## src/rtl/shift_sequencer_if.sv

```systemverilog
// Start/busy/done handshake bundle for the multi-cycle shift unit.
// The requester uses the master modport; the shift unit uses the slave modport.
interface shift_sequencer_if #(
    parameter int WIDTH   = 32,
    parameter int SHAMT_W = 5
);
    logic               start;
    logic [WIDTH-1:0]   in_data;
    logic [SHAMT_W-1:0] shamt;
    logic               dir;
    logic               busy;
    logic               done;
    logic [WIDTH-1:0]   result;

    modport master (
        output start, in_data, shamt, dir,
        input  busy, done, result
    );

    modport slave (
        input  start, in_data, shamt, dir,
        output busy, done, result
    );
endinterface

```

## src/rtl/shift_sequencer.sv

```systemverilog
// Multi-cycle logical shifter: applies the 2^idx stages (largest first), one per clock.
// Optional build macro SHIFT_LEFT_EN adds dir-selected left shifting; default is right-only.
module shift_sequencer #(
    parameter int WIDTH   = 32,
    parameter int SHAMT_W = 5
) (
    input  logic              clk,
    input  logic              rst,
    shift_sequencer_if.slave  bus
);
    localparam int IDX_W   = (SHAMT_W > 1) ? $clog2(SHAMT_W) : 1;
    localparam int N_SLOTS = 1 << IDX_W;
    localparam logic [IDX_W-1:0] IDX_FIRST = IDX_W'(SHAMT_W - 1);

    typedef enum logic [1:0] {
        IDLE  = 2'd0,
        SHIFT = 2'd1,
        DONE  = 2'd2
    } state_t;

    state_t             r_state;
    state_t             w_state_next;
    logic [IDX_W-1:0]   r_idx;
    logic [WIDTH-1:0]   r_work;
    logic [SHAMT_W-1:0] r_shamt;
    logic               w_accept;
    logic               w_last;
    logic               w_busy;
    logic               w_done;
    logic [WIDTH-1:0]   w_stage [N_SLOTS];

`ifdef SHIFT_LEFT_EN
    logic               r_dir;
`endif

    // One candidate per stage; index slots beyond SHAMT_W just hold the value.
    generate
        for (genvar gi = 0; gi < N_SLOTS; gi++) begin : g_stage
            if (gi < SHAMT_W) begin : g_real
                localparam int SH = 1 << gi;
`ifdef SHIFT_LEFT_EN
                assign w_stage[gi] = r_dir ? (r_work << SH) : (r_work >> SH);
`else
                assign w_stage[gi] = r_work >> SH;
`endif
            end else begin : g_pad
                assign w_stage[gi] = r_work;
            end
        end
    endgenerate

    always_comb begin
        w_state_next = r_state;
        w_accept     = 1'b0;
        w_busy       = 1'b0;
        w_done       = 1'b0;
        w_last       = (r_idx == '0);
        case (r_state)
            IDLE: begin
                if (bus.start) begin
                    w_accept     = 1'b1;
                    w_state_next = SHIFT;
                end
            end
            SHIFT: begin
                w_busy = 1'b1;
                if (w_last) begin
                    w_state_next = DONE;
                end
            end
            DONE: begin
                w_done = 1'b1;
                // A start seen in the done cycle is taken immediately.
                if (bus.start) begin
                    w_accept     = 1'b1;
                    w_state_next = SHIFT;
                end else begin
                    w_state_next = IDLE;
                end
            end
            default: begin
                w_state_next = IDLE;
            end
        endcase
    end

    always_ff @(posedge clk or posedge rst) begin
        if (rst) begin
            r_state <= IDLE;
        end else begin
            r_state <= w_state_next;
        end
    end

    always_ff @(posedge clk or posedge rst) begin
        if (rst) begin
            r_work  <= '0;
            r_shamt <= '0;
            r_idx   <= IDX_FIRST;
`ifdef SHIFT_LEFT_EN
            r_dir   <= 1'b0;
`endif
        end else if (w_accept) begin
            r_work  <= bus.in_data;
            r_shamt <= bus.shamt;
            r_idx   <= IDX_FIRST;
`ifdef SHIFT_LEFT_EN
            r_dir   <= bus.dir;
`endif
        end else if (r_state == SHIFT) begin
            if (r_shamt[r_idx]) begin
                r_work <= w_stage[r_idx];
            end
            r_idx <= w_last ? IDX_FIRST : (r_idx - 1'b1);
        end
    end

    assign bus.busy   = w_busy;
    assign bus.done   = w_done;
    assign bus.result = r_work;
endmodule

```

## src/flat_wrapper.sv

```systemverilog
// flat-port wrapper written by rule: the top's interface ports become plain ports
module shift_sequencer_flat 
#(
    parameter int WIDTH   = 32,
    parameter int SHAMT_W = 5
)
  (clk, rst, bus_start, bus_in_data, bus_shamt, bus_dir, bus_busy, bus_done, bus_result);
  shift_sequencer_if #(.WIDTH(WIDTH), .SHAMT_W(SHAMT_W)) bus_i ();
  input  logic clk;
  input  logic rst;
  input wire logic [$bits(bus_i.start)-1:0] bus_start;
  input wire logic [$bits(bus_i.in_data)-1:0] bus_in_data;
  input wire logic [$bits(bus_i.shamt)-1:0] bus_shamt;
  input wire logic [$bits(bus_i.dir)-1:0] bus_dir;
  output wire logic [$bits(bus_i.busy)-1:0] bus_busy;
  output wire logic [$bits(bus_i.done)-1:0] bus_done;
  output wire logic [$bits(bus_i.result)-1:0] bus_result;
  assign bus_i.start = bus_start;
  assign bus_i.in_data = bus_in_data;
  assign bus_i.shamt = bus_shamt;
  assign bus_i.dir = bus_dir;
  assign bus_busy = bus_i.busy;
  assign bus_done = bus_i.done;
  assign bus_result = bus_i.result;
  shift_sequencer #(.WIDTH(WIDTH), .SHAMT_W(SHAMT_W)) u_core (.clk(clk), .rst(rst), .bus(bus_i));
endmodule
```

## config.mk

```make
export PLATFORM = sky130hd
export DESIGN_NAME = shift_sequencer_flat
export DESIGN_NICKNAME = d
export VERILOG_FILES = /design/src/rtl/shift_sequencer_if.sv /design/src/rtl/shift_sequencer.sv /design/src/flat_wrapper.sv
export SDC_FILE = /design/constraint.sdc
export NUM_CORES = 1
export LEC_CHECK = 0
export ABC_AREA = 1
export CAP_MARGIN = 20
export CORE_UTILIZATION = 46
export DETAILED_ROUTE_END_ITERATION = 8
export DONT_BUFFER_PORTS = 1
export SETUP_SLACK_MARGIN = 0.15
export SLEW_MARGIN = 5
export SYNTH_ARGS = -nofsm -noshare
export SYNTH_HDL_FRONTEND = slang
export SYNTH_SLANG_ARGS = --single-unit
```

## constraint.sdc

```tcl
create_clock -name clk -period 3.74 [get_ports clk]
set_clock_uncertainty 0.1 [all_clocks]
set_input_delay 0.748 -clock clk [delete_from_list [all_inputs] [get_ports clk]]
set_output_delay 0.748 -clock clk [all_outputs]
set_load 0.005 [all_outputs]
```

==> out/qor.log <==
qor: status.outcome finished clean
qor: power_and_ir_drop.clockPowerShare 13.4%
qor: setup_path.critical_path_peak_fanout 32
qor: synth.ys_ff_latch 42
qor: routing.drcViolationCount 0
qor: synth.netlist_area 3020 µm²
qor: setup_path.timing.setup.critical_path_class flop to flop
qor: clock_network.cts_tree done
qor: synth.synth_top_cell_by_area dfrtp_1
qor: global_routing.grt_antenna_before_repair 0
qor: routing.vias 3009
qor: cells_and_area.finish.net_count 498
qor: timing.worst_slew_pin_slew 1.15 ns
qor: placement.dp_hpwl 5.93 mm
qor: min_path.min_path_type primary input to asynchronous set/reset pin
qor: timing.clock_period_minus_worst_slack 2.95 ns
qor: synth.postSynth.topFlopCell dfrtp_1
qor: floorplan.floorplan.initialDensity 47.6%
qor: power_and_ir_drop.switching_share 53.6%
qor: synth.syn_avg_cell_area 6.36 µm²
qor: routing.firstDrtPassIters 7
qor: power_and_ir_drop.power.leakage 1.61 nW
qor: clock_network.htreeDepth 2
qor: timing.max-slew-margin-rel 23.1%
qor: cells_and_area.finalInstanceArea 3100 µm²
qor: power_and_ir_drop.p_switching 1.51 mW
qor: placement.dp_worst_setup_slack 0.855 ns
qor: routing.detail_route.wirelength 8.46 mm
qor: setup_path.cp_data_arrival_time 3.05 ns
qor: synth.area_share_of_the_leading_cell_type_in_the_synthesized_netlist 34.0%
qor: synth.synth.cells.most_frequent nand2_1, nand3_1, dfrtp_1
qor: power_and_ir_drop.power_frac_seq 32.9%
qor: power_and_ir_drop.irDropWorstVdd 0.628 mV
qor: setup_path.crit_path_end_kind flop
qor: synth.syn_inst 475
qor: power_and_ir_drop.powerDensity 908 nW/µm²
qor: synth.yosysWarningCount 0
qor: floorplan.die-height 83.0 µm
qor: timing.rsz_0062_raised_after_global_routing false
qor: placement.port-buffer-count 0
qor: synth.synth-edff-count 0
qor: floorplan.floorplan.rows 29
qor: timing.maxClockFrequency 339 MHz
qor: cells_and_area.drive_gt1_share 8.53%
qor: global_routing.gr-total-overflow 0
qor: clock_network.clock-root-buffer clkbuf_8
qor: setup_path.timing.critical_path.required 3.84 ns
qor: clock_network.tritoncts_num_sinks 42
qor: synth.syn-num-nets 517
qor: timing.report.final.slew_viol_count 0
qor: floorplan.ioPinCount 75
qor: placement.gp_congestion 0.850
qor: timing.finalHoldViolations 0
qor: timing.min_period_over_period 78.8%
qor: job.maxCapViolations 0
qor: power_and_ir_drop.combinationalPowerShare 53.7%
qor: routing.dr.first_iter.drc_count 235
qor: cells_and_area.num_antenna_cells 0
qor: routing.antenna_left 0
qor: timing.final.setup.tns 0 ns
qor: clock_network.hold_buffers 0
qor: global_routing.grt_pass1_wl 14.4 mm
qor: synth.async_set_or_reset_register_ratio_after_synthesis 100%
qor: routing.detail_route.vias_per_cell 5.63
qor: synth.synth_seq_area_share 34.8%
qor: global_routing.first_global_vias 2926
qor: global_routing.gr-usage-all-layers 25.7%
qor: floorplan.die_area 6890 µm²
qor: synth.synth_cell_type_count 24
qor: cells_and_area.syn_to_final_growth 2.53%
qor: floorplan.floorplan.die.width 83.0 µm
qor: timing.setup_violations 0
qor: clock_network.clk_slew_on_worst_s_h_paths 0.09 ns
qor: clock_network.cts.repair.resized 0
qor: floorplan.std_cell_core_area 6350 µm²
qor: clock_network.max-clock-path-buffers 2
qor: clock_network.post-cts-setup-buffers 0
qor: synth.most_numerous_cell_in_the_yosys_netlist nand2_1
qor: placement.place_area 2980 µm²
qor: setup_path.timing.critical_path.from_type flop
qor: power_and_ir_drop.p_int 1.30 mW
qor: clock_network.clock_latency 0.31 ns
qor: routing.wl_per_cell 15.8 µm
qor: timing.finalWorstSetupSlack 0.793 ns
qor: clock_network.cts-buffers-inserted 5
qor: global_routing.grt_max_degree 43
qor: synth.synth.top_cells.by_area dfrtp_1, nand2_1, nand3_1
[critical path, cell delays in order (launching register included)]
cell and delay [ns]:
dfrtp_1 0.81, nor2_4 0.51, nand3_1 0.11, nand2_1 0.10
inv_2 0.06, nand2_2 0.37, nand2_2 0.50, nand2_1 0.19
nand2_1 0.06
[final cells by class]
cell class | instances | area [µm²]
Fill cell | 679 | 3250
Clock buffer | 5 | 68.8
Multi-Input combinational cell | 374 | 1690
Sequential cell | 42 | 1050
Inverter | 28 | 105
Tap cell | 77 | 96.3
Timing Repair Buffer | 5 | 37.5
Clock inverter | 3 | 45.0
[registers in the layout (all words and copies together), names as in the netlist]
signal / count
u_core.bus.result: 32
u_core.r_state: 2
u_core.r_idx: 3
u_core.r_shamt: 5
[cells by family after synthesis]
kind of cell             synth area share (%)
adder cells (fa/ha/maj)                 0.414
AND/OR/NAND/NOR                          51.4
flip-flops                               34.8
buffers and inverters                    9.15
AO/OA/AOI/OAI                            4.14
[worst paths after layout]
| path | endpoint | slack (ns) | start | cells past startpoint |
|---|---|---|---|---|
| min reg2reg | u_core.bus.result[0] | 0.41 | u_core.bus.result[0] | 2 |
| max | u_core.bus.result[14] | 0.79 | u_core.r_idx[1] | 8 |
| min in group clk | u_core.bus.result[0] | 0.41 | u_core.bus.result[0] | 2 |
| min | u_core.r_shamt[3] | 0.34 | rst | 2 |
| max reg2reg | u_core.bus.result[14] | 0.79 | u_core.r_idx[1] | 8 |
| max in group asynchronous | u_core.bus.result[16] | 2.83 | rst | 2 |
[cells in the final DEF, fill, tap and decap left out, types with 4 or more instances in the layout]
cell / instances
nand2_1: 201
nand3_1: 115
dfrtp_1: 41
inv_1: 21
nor2_1: 16
a21oi_1: 13
nand3_2: 10
inv_2: 6
o21ai_0: 6
clkbuf_8: 5
buf_4: 5
nand2_2: 4
[per-stage QoR]
stage	total power, mW	instances	hold WS (ns)	utilization [%]
5_1_grt	3.10	534	0.388	48.8
4_1_cts	2.82	534	0.369	48.8
3_3_place_gp	2.42	526	0.387	47.0
3_5_place_dp	2.44	526	0.382	47.0
2_1_floorplan	2.17	475	0.349	-
6_report	2.81	534	0.339	48.8
[metal layers]
metal | track usage, % | vias to the layer above | wire length (µm)
met2 | 43.9 | 110 | 4240
met1 | 32.6 | 1386 | 3610
met3 | 4.87 | 9 | 492
met5 | 0 | - | 0
li1 | - | 1504 | -
met4 | 8.62 | 0 | 116
[power groups by stage]
stage / clock [mW] / combinational (mW) / sequential (mW)
floorplan: 0 / 1.38 / 0.790
global placement: 0 / 1.49 / 0.934
detailed placement: 0 / 1.51 / 0.932
CTS: 0.382 / 1.51 / 0.924
global route: 0.404 / 1.74 / 0.954
finish: 0.377 / 1.51 / 0.924
Power figures use the tool's default switching activity.
